`config.mk`:
```
export PLATFORM = sky130hd
export DESIGN_NAME = multicycle_ctrl_flat
export DESIGN_NICKNAME = d
export VERILOG_FILES = /design/src/rtl/multicycle_ctrl_if.sv /design/src/rtl/multicycle_ctrl.sv /design/src/flat_wrapper.sv
export SDC_FILE = /design/constraint.sdc
export NUM_CORES = 1
export LEC_CHECK = 0
export CORE_AREA = 5 5 57 59
export CTS_CLUSTER_SIZE = 20
export DETAILED_ROUTE_END_ITERATION = 8
export DIE_AREA = 0 0 62 64
export PLACE_DENSITY_LB_ADDON = 0.25
export REMOVE_ABC_BUFFERS = 1
export SLEW_MARGIN = 10
export SYNTH_ARGS = -nofsm -noshare
export SYNTH_HDL_FRONTEND = slang
export SYNTH_SLANG_ARGS = --single-unit
```
`constraint.sdc`:
```
create_clock -name clk -period 2.2 [get_ports clk]
set_clock_uncertainty 0.15 [all_clocks]
set_input_delay 0.44 -clock clk [delete_from_list [all_inputs] [get_ports clk]]
set_output_delay 0.44 -clock clk [all_outputs]
set_load 0.01 [all_outputs]
```
`src/rtl/multicycle_ctrl_if.sv`:
```
// Shared control-path types and the controller <-> datapath bundle.
// The controller owns the master modport; the datapath (or a bench) owns slave.
package multicycle_ctrl_pkg;

   typedef enum logic [1:0] {
      SRC_RS1  = 2'd0,
      SRC_PC   = 2'd1,
      SRC_ZERO = 2'd2
   } alu_srcA_t;

   typedef enum logic [1:0] {
      SRC_RS2 = 2'd0,
      SRC_IMM = 2'd1,
      SRC_4   = 2'd2
   } alu_srcB_t;

   typedef enum logic [3:0] {
      ALU_ADD  = 4'd0,
      ALU_SUB  = 4'd1,
      ALU_SLL  = 4'd2,
      ALU_SLT  = 4'd3,
      ALU_XOR  = 4'd4,
      ALU_SRL  = 4'd5,
      ALU_OR   = 4'd6,
      ALU_AND  = 4'd7,
      ALU_BEQ  = 4'd8,
      ALU_BNE  = 4'd9,
      ALU_BLT  = 4'd10,
      ALU_BGE  = 4'd11,
      ALU_BLTU = 4'd12,
      ALU_BGEU = 4'd13
   } alu_op_t;

   localparam logic [6:0] OP_R      = 7'b0110011;
   localparam logic [6:0] OP_I      = 7'b0010011;
   localparam logic [6:0] OP_LOAD   = 7'b0000011;
   localparam logic [6:0] OP_STORE  = 7'b0100011;
   localparam logic [6:0] OP_BRANCH = 7'b1100011;
   localparam logic [6:0] OP_JAL    = 7'b1101111;
   localparam logic [6:0] OP_JALR   = 7'b1100111;
   localparam logic [6:0] OP_LUI    = 7'b0110111;
   localparam logic [6:0] OP_AUIPC  = 7'b0010111;

endpackage

interface multicycle_ctrl_if;
   import multicycle_ctrl_pkg::*;

   logic [31:0] instr;
   logic        mem_ready;
   logic        br_taken;
   alu_srcA_t   alu_srcA;
   alu_srcB_t   alu_srcB;
   alu_op_t     alu_op;
   logic        pc_we;
   logic        pc_src;
   logic        ir_we;
   logic        mem_req;
   logic        mem_we;
   logic        addr_sel;
   logic        rf_we;
   logic [1:0]  wb_sel;
   logic        retire;
   logic        trap;

   modport master (
      input  instr, mem_ready, br_taken,
      output alu_srcA, alu_srcB, alu_op, pc_we, pc_src, ir_we,
             mem_req, mem_we, addr_sel, rf_we, wb_sel, retire, trap
   );

   modport slave (
      output instr, mem_ready, br_taken,
      input  alu_srcA, alu_srcB, alu_op, pc_we, pc_src, ir_we,
             mem_req, mem_we, addr_sel, rf_we, wb_sel, retire, trap
   );

endinterface

```
`src/rtl/multicycle_ctrl.sv`:
```
// Multicycle RV32I-subset control FSM. Outputs are decoded from state and the
// latched instruction; only the handshake-qualified enables look at mem_ready
// and br_taken. rst forces all outputs to their idle values combinationally.
module multicycle_ctrl
   import multicycle_ctrl_pkg::*;
#(
   parameter int MEM_TIMEOUT = 0
) (
   input  logic             clk,
   input  logic             rst,
   multicycle_ctrl_if.master bus
);

   typedef enum logic [3:0] {
      S_FETCH  = 4'd0,
      S_DECODE = 4'd1,
      S_EXEC_R = 4'd2,
      S_EXEC_I = 4'd3,
      S_ADDR   = 4'd4,
      S_MEM_RD = 4'd5,
      S_MEM_WR = 4'd6,
      S_WB_ALU = 4'd7,
      S_WB_MEM = 4'd8,
      S_BRANCH = 4'd9,
      S_JAL    = 4'd10,
      S_JALR   = 4'd11,
      S_UPPER  = 4'd12,
      S_TRAP   = 4'd13
   } state_t;

   localparam int CW = (MEM_TIMEOUT > 1) ? $clog2(MEM_TIMEOUT + 1) : 1;

   state_t        r_state;
   state_t        w_next_state;
   logic [CW-1:0] r_wait_cnt;

   logic [6:0] w_opcode;
   logic [2:0] w_funct3;
   logic [6:0] w_funct7;
   logic       w_r_legal;
   logic       w_i_legal;
   logic       w_b_legal;
   logic       w_in_mem_state;
   logic       w_mem_wait;
   logic       w_timeout;
   logic       w_unused;

   alu_srcA_t  w_alu_srcA;
   alu_srcB_t  w_alu_srcB;
   alu_op_t    w_alu_op;
   logic       w_pc_we;
   logic       w_pc_src;
   logic       w_ir_we;
   logic       w_mem_req;
   logic       w_mem_we;
   logic       w_addr_sel;
   logic       w_rf_we;
   logic [1:0] w_wb_sel;
   logic       w_retire;
   logic       w_trap;

   assign w_opcode = bus.instr[6:0];
   assign w_funct3 = bus.instr[14:12];
   assign w_funct7 = bus.instr[31:25];
   // Register numbers and immediates belong to the datapath.
   assign w_unused = ^{bus.instr[24:15], bus.instr[11:7]};

   // Only funct7 = 0 (or 0100000 for SUB) is implemented; SLTU and SRA trap.
   assign w_r_legal = ((w_funct7 == 7'b0000000) && (w_funct3 != 3'b011)) ||
                      ((w_funct7 == 7'b0100000) && (w_funct3 == 3'b000));
   // Immediate shifts carry funct7 in the immediate field; SRAI and SLTIU trap.
   assign w_i_legal = ((w_funct3 == 3'b001) || (w_funct3 == 3'b101)) ?
                      (w_funct7 == 7'b0000000) : (w_funct3 != 3'b011);
   assign w_b_legal = (w_funct3[2:1] != 2'b01);

   assign w_in_mem_state = (r_state == S_FETCH) || (r_state == S_MEM_RD) ||
                           (r_state == S_MEM_WR);
   assign w_mem_wait     = w_in_mem_state && !bus.mem_ready;
   // The cycle that would be the MEM_TIMEOUT-th consecutive wait ends the wait.
   assign w_timeout      = (MEM_TIMEOUT > 0) && w_mem_wait &&
                           (r_wait_cnt == CW'(MEM_TIMEOUT - 1));

   function automatic alu_op_t f_arith_op(input logic [2:0] funct3, input logic sub);
      alu_op_t op;
      case (funct3)
         3'b000:  op = sub ? ALU_SUB : ALU_ADD;
         3'b001:  op = ALU_SLL;
         3'b010:  op = ALU_SLT;
         3'b100:  op = ALU_XOR;
         3'b101:  op = ALU_SRL;
         3'b110:  op = ALU_OR;
         3'b111:  op = ALU_AND;
         default: op = ALU_ADD;
      endcase
      return op;
   endfunction

   function automatic alu_op_t f_branch_op(input logic [2:0] funct3);
      alu_op_t op;
      case (funct3)
         3'b000:  op = ALU_BEQ;
         3'b001:  op = ALU_BNE;
         3'b100:  op = ALU_BLT;
         3'b101:  op = ALU_BGE;
         3'b110:  op = ALU_BLTU;
         3'b111:  op = ALU_BGEU;
         default: op = ALU_BEQ;
      endcase
      return op;
   endfunction

   // State register.
   always_ff @(posedge clk or posedge rst) begin
      if (rst) r_state <= S_FETCH;
      else     r_state <= w_next_state;
   end

   // Consecutive memory-wait counter; any non-waiting cycle clears it.
   always_ff @(posedge clk or posedge rst) begin
      if (rst) begin
         r_wait_cnt <= '0;
      end else if (w_mem_wait) begin
         if (r_wait_cnt != {CW{1'b1}}) r_wait_cnt <= r_wait_cnt + 1'b1;
      end else begin
         r_wait_cnt <= '0;
      end
   end

   // Next-state decode.
   always_comb begin
      w_next_state = r_state;
      case (r_state)
         S_FETCH: begin
            if (w_timeout)          w_next_state = S_TRAP;
            else if (bus.mem_ready) w_next_state = S_DECODE;
         end
         S_DECODE: begin
            case (w_opcode)
               OP_R:               w_next_state = w_r_legal ? S_EXEC_R : S_TRAP;
               OP_I:               w_next_state = w_i_legal ? S_EXEC_I : S_TRAP;
               OP_LOAD, OP_STORE:  w_next_state = S_ADDR;
               OP_BRANCH:          w_next_state = w_b_legal ? S_BRANCH : S_TRAP;
               OP_JAL:             w_next_state = S_JAL;
               OP_JALR:            w_next_state = (w_funct3 == 3'b000) ? S_JALR : S_TRAP;
               OP_LUI, OP_AUIPC:   w_next_state = S_UPPER;
               default:            w_next_state = S_TRAP;
            endcase
         end
         S_EXEC_R, S_EXEC_I: w_next_state = S_WB_ALU;
         S_ADDR: begin
            if (w_funct3 != 3'b010)       w_next_state = S_TRAP;
            else if (w_opcode == OP_STORE) w_next_state = S_MEM_WR;
            else                           w_next_state = S_MEM_RD;
         end
         S_MEM_RD: begin
            if (w_timeout)          w_next_state = S_TRAP;
            else if (bus.mem_ready) w_next_state = S_WB_MEM;
         end
         S_MEM_WR: begin
            if (w_timeout)          w_next_state = S_TRAP;
            else if (bus.mem_ready) w_next_state = S_FETCH;
         end
         S_WB_ALU, S_WB_MEM, S_BRANCH, S_JAL, S_UPPER: w_next_state = S_FETCH;
         S_JALR:  w_next_state = S_JAL;
         S_TRAP:  w_next_state = S_TRAP;
         default: w_next_state = S_TRAP;
      endcase
   end

   // Output decode; held at idle values while rst is high.
   always_comb begin
      w_alu_srcA = SRC_RS1;
      w_alu_srcB = SRC_RS2;
      w_alu_op   = ALU_ADD;
      w_pc_we    = 1'b0;
      w_pc_src   = 1'b0;
      w_ir_we    = 1'b0;
      w_mem_req  = 1'b0;
      w_mem_we   = 1'b0;
      w_addr_sel = 1'b0;
      w_rf_we    = 1'b0;
      w_wb_sel   = 2'd0;
      w_retire   = 1'b0;
      w_trap     = 1'b0;
      if (!rst) begin
         case (r_state)
            S_FETCH: begin
               w_mem_req  = 1'b1;
               w_alu_srcA = SRC_PC;
               w_alu_srcB = SRC_4;
               // A timeout cycle has mem_ready low, so nothing is committed.
               w_ir_we    = bus.mem_ready;
               w_pc_we    = bus.mem_ready;
            end
            S_DECODE: begin
               w_alu_srcA = SRC_PC;
               w_alu_srcB = SRC_IMM;
            end
            S_EXEC_R: w_alu_op = f_arith_op(w_funct3, w_funct7[5]);
            S_EXEC_I: begin
               w_alu_srcB = SRC_IMM;
               w_alu_op   = f_arith_op(w_funct3, 1'b0);
            end
            S_ADDR, S_JALR: w_alu_srcB = SRC_IMM;
            S_MEM_RD: begin
               w_mem_req  = 1'b1;
               w_addr_sel = 1'b1;
            end
            S_MEM_WR: begin
               w_mem_req  = 1'b1;
               w_addr_sel = 1'b1;
               w_mem_we   = 1'b1;
               w_retire   = bus.mem_ready;
            end
            S_WB_ALU: begin
               w_rf_we  = 1'b1;
               w_retire = 1'b1;
            end
            S_WB_MEM: begin
               w_rf_we  = 1'b1;
               w_wb_sel = 2'd1;
               w_retire = 1'b1;
            end
            S_BRANCH: begin
               w_alu_op = f_branch_op(w_funct3);
               w_pc_we  = bus.br_taken;
               w_pc_src = 1'b1;
               w_retire = 1'b1;
            end
            S_JAL: begin
               w_alu_srcA = SRC_PC;
               w_alu_srcB = SRC_4;
               w_rf_we    = 1'b1;
               w_wb_sel   = 2'd2;
               w_pc_we    = 1'b1;
               w_pc_src   = 1'b1;
               w_retire   = 1'b1;
            end
            S_UPPER: begin
               w_alu_srcA = (w_opcode == OP_LUI) ? SRC_ZERO : SRC_PC;
               w_alu_srcB = SRC_IMM;
               w_rf_we    = 1'b1;
               w_wb_sel   = 2'd2;
               w_retire   = 1'b1;
            end
            S_TRAP:  w_trap = 1'b1;
            default: w_trap = 1'b1;
         endcase
      end
   end

   assign bus.alu_srcA = w_alu_srcA;
   assign bus.alu_srcB = w_alu_srcB;
   assign bus.alu_op   = w_alu_op;
   assign bus.pc_we    = w_pc_we;
   assign bus.pc_src   = w_pc_src;
   assign bus.ir_we    = w_ir_we;
   assign bus.mem_req  = w_mem_req;
   assign bus.mem_we   = w_mem_we;
   assign bus.addr_sel = w_addr_sel;
   assign bus.rf_we    = w_rf_we;
   assign bus.wb_sel   = w_wb_sel;
   assign bus.retire   = w_retire;
   assign bus.trap     = w_trap;

endmodule
```
`src/flat_wrapper.sv`:
```
// flat-port wrapper written by rule: the top's interface ports become plain ports
module multicycle_ctrl_flat import multicycle_ctrl_pkg::*;
#(
   parameter int MEM_TIMEOUT = 0
)
  (clk, rst, bus_instr, bus_mem_ready, bus_br_taken, bus_alu_srcA, bus_alu_srcB, bus_alu_op, bus_pc_we, bus_pc_src, bus_ir_we, bus_mem_req, bus_mem_we, bus_addr_sel, bus_rf_we, bus_wb_sel, bus_retire, bus_trap);
  multicycle_ctrl_if bus_i ();
  input  logic clk;
  input  logic rst;
  input wire logic [$bits(bus_i.instr)-1:0] bus_instr;
  input wire logic [$bits(bus_i.mem_ready)-1:0] bus_mem_ready;
  input wire logic [$bits(bus_i.br_taken)-1:0] bus_br_taken;
  output wire logic [$bits(bus_i.alu_srcA)-1:0] bus_alu_srcA;
  output wire logic [$bits(bus_i.alu_srcB)-1:0] bus_alu_srcB;
  output wire logic [$bits(bus_i.alu_op)-1:0] bus_alu_op;
  output wire logic [$bits(bus_i.pc_we)-1:0] bus_pc_we;
  output wire logic [$bits(bus_i.pc_src)-1:0] bus_pc_src;
  output wire logic [$bits(bus_i.ir_we)-1:0] bus_ir_we;
  output wire logic [$bits(bus_i.mem_req)-1:0] bus_mem_req;
  output wire logic [$bits(bus_i.mem_we)-1:0] bus_mem_we;
  output wire logic [$bits(bus_i.addr_sel)-1:0] bus_addr_sel;
  output wire logic [$bits(bus_i.rf_we)-1:0] bus_rf_we;
  output wire logic [$bits(bus_i.wb_sel)-1:0] bus_wb_sel;
  output wire logic [$bits(bus_i.retire)-1:0] bus_retire;
  output wire logic [$bits(bus_i.trap)-1:0] bus_trap;
  assign bus_i.instr = bus_instr;
  assign bus_i.mem_ready = bus_mem_ready;
  assign bus_i.br_taken = bus_br_taken;
  assign bus_alu_srcA = bus_i.alu_srcA;
  assign bus_alu_srcB = bus_i.alu_srcB;
  assign bus_alu_op = bus_i.alu_op;
  assign bus_pc_we = bus_i.pc_we;
  assign bus_pc_src = bus_i.pc_src;
  assign bus_ir_we = bus_i.ir_we;
  assign bus_mem_req = bus_i.mem_req;
  assign bus_mem_we = bus_i.mem_we;
  assign bus_addr_sel = bus_i.addr_sel;
  assign bus_rf_we = bus_i.rf_we;
  assign bus_wb_sel = bus_i.wb_sel;
  assign bus_retire = bus_i.retire;
  assign bus_trap = bus_i.trap;
  multicycle_ctrl #(.MEM_TIMEOUT(MEM_TIMEOUT)) u_core (.clk(clk), .rst(rst), .bus(bus_i));
endmodule
```
==> metrics.txt <==
Initial Utilization 37.1%; Slew Viols, Final 0; routability cong. 0.969; CP endpoint kind output port; register area 104 µm²; full die area 3970 µm²; kind of critical path flip-flop to output port; area leader, netlist dfrtp_1; # IOs 55; # rows 19; setup TNS -0.147 ns; wire per inst 17.0 µm; DRC violations left 0; CP Cell Sequence buf_4 > nor3_2 > a21oi_1 > or3b_1 > a21oi_2 > buf_2; worst endpoint required time 1.61 ns; status complete, but fails checks; Slew @ Worst Pin 0.396 ns; type of the worst min-delay path input pin to asynchronous set/reset pin; asr flop ratio synth 100%; Clock H-tree levels 1; RSZ-0062 raised after global routing yes; total CTS buffers 3; top post-synthesis cells by area dfrtp_1, nor2_1, a21oi_1; CTS tree yes; highest metal used met4; Biggest register u_core.r_state; Metal-1 WL 1730 µm; post-synthesis sequential area ratio 10.1%; Final Cycle Share 104%; Yosys top cell area share 10.1%; final setup vio count 3; post-layout min period 2.30 ns; Synth Flop Type dfrtp_1; Worst path max stage delay 0.41 ns; area of the core 2660 µm²; multi-input logic area 956 µm²; Area growth syn-to-layout 96.7%; post-route setup slack -0.0963 ns; biggest regs u_core.r_state x4; initial antenna violation count 0; Routed met2 length 2290 µm; PD cells 842 nW/µm²; Pre-antenna DRT Iters 4; Final Non-Filler Cells 273; Post-synth EDFFs 0; fin area 1940 µm²; vias in the first global route 1,515; critical path's slowest cell dfrtp_1; fill count 203; DR WL met3 349 µm; pin count of the biggest net entering global routing 13; synth warn 0; Vias/cell 5.89; Leak 0.925 nW; GRT Total Usage 21.7%; port bufs 39; vias after detailed routing 1,609; clk slew on worst S/H paths 0.04 ns; Net count, final 280; failing checks setup timing; VDD IR max 0.607 mV; max-cap violations 0; final wirelength 4630 µm; first-pass GRT wire length 6710 µm; chip width 62 µm; Iteration-0 DRC Markers 96; dpl hpwl 3190 µm; Design Power 1.64 mW; max reg flops 4; Diodes inserted 0; layout cells sized above 1 46.7%; Final Hold Viols 0; placed inst area 1710 µm²; Yosys cell types 47; Clock Latency Late Sink 0.25 ns; fmax 435 MHz; die height 64 µm; Worst setup SP type flip-flop; Clk Tree Root Cell clkbuf_4; CP Max Fanout 3; slew margin rel. 73.3%; clock sinks 4; Post-Place Cells 255; Final ANT Viol Nets 0; Synth Instances 154; mapped cell area 987 µm²; Synth Area per Inst 6.41 µm²; Max clock buf depth 2; Worst EP arrival 1.71 ns; grt total ovfl 0; fin util 72.9%; FF+latch count, synth 4
[path summary, 6_finish.rpt]
kind	start	to	slack [ns]	cells after the start
setup / recovery	u_core.r_state[1]	bus_alu_op[0]	-0.1	6
hold / removal	rst	u_core.r_state[2]	0.38	4
setup reg to reg	u_core.r_state[1]	u_core.r_state[3]	0.35	7
hold reg to reg	u_core.r_state[0]	u_core.r_state[0]	0.73	3
max in group asynchronous	rst	u_core.r_state[3]	1.39	4
min in group clk	bus_instr[1]	u_core.r_state[2]	0.63	4
[timing repair]
item                                    in CTS  in global routing
pin swaps                                    7                 14
gates resized for setup                     70                 46
setup buffers                                8                  7
endpoints found under the setup margin      19                 17
hold buffers                                 0                  0
[cells in the mapped netlist (2+ instances only)]
| master | count |
|---|---|
| o22ai_1 | 2 |
| and3b_1 | 2 |
| buf_2 | 5 |
| nand3_1 | 4 |
| nor2_1 | 17 |
| nand2_1 | 9 |
| nand2b_1 | 6 |
| nor4_1 | 2 |
| nor3_1 | 11 |
| o21a_1 | 2 |
| a32oi_1 | 2 |
| inv_1 | 5 |
| o41ai_1 | 2 |
| nor2b_1 | 7 |
| o31ai_1 | 2 |
| nor3b_1 | 3 |
| buf_1 | 2 |
| o2111ai_1 | 2 |
| a22oi_1 | 3 |
| dfrtp_1 | 4 |
| clkbuf_1 | 10 |
| a21o_1 | 3 |
| o21ai_0 | 4 |
| a31oi_1 | 4 |
| and3_1 | 3 |
| a221oi_1 | 3 |
| a21oi_1 | 11 |
| and2_1 | 2 |
| nand4_1 | 4 |
[stage by stage]
stage,setup WS (ns),hold WS [ns]
after floorplan,-0.0127,0.0641
after CTS,-0.0758,0.323
after global routing,-0.142,0.404
final,-0.0963,0.385
after detailed placement,-0.688,0.706
after global placement,-0.639,0.697
[power by group]
group          total (mW)  switching [mW]  internal, mW
combinational        1.38           0.699         0.676
sequential          0.162          0.0530         0.109
clock              0.0980          0.0366        0.0614
[layer usage]
layer | global-route usage [%] | up-vias
li1 | - | 756
met1 | 25.6 | 744
met2 | 36.9 | 86
met3 | 1.61 | 23
met4 | 12.2 | 0
met5 | 0 | -
[cell families (layout without fill, tap and decap cells)]
kind of cell	count (synthesis)	count (layout)	share of synthesized area [%]
AND/OR/NAND/NOR	76	76	42.3
AO/OA/AOI/OAI	49	49	35.5
buffers and inverters	22	110	9.00
flip-flops	4	4	10.1
multiplexers	2	2	2.15
XOR/XNOR	1	1	0.887
[worst max-delay path, delay by kind of cell, from the launching register on]
| kind | cells | cell delay [ns] |
|---|---|---|
| buffers and inverters | 2 | 0.31 |
| AO/OA/AOI/OAI | 2 | 0.18 |
| flip-flops | 1 | 0.41 |
| AND/OR/NAND/NOR | 2 | 0.57 |
[cell usage in the layout, fill, tap and decap left out, drive strengths merged, types with 7 or more instances in the layout]
master / n
buf: 72
nor2: 17
dlygate4sd2: 13
a21oi: 11
nor3: 11
clkdlybuf4s50: 9
nand2: 9
clkbuf: 8
nand2b: 7
nor2b: 7
[cell type report]
class	instances	share of cell area (%)
timing repair buffer	102	41.3
inverter	5	0.966
tap	31	2.00
clock buffer	3	1.16
multi-input combinational	128	49.2
sequential	4	5.35
(Power assumes the default switching activity.)
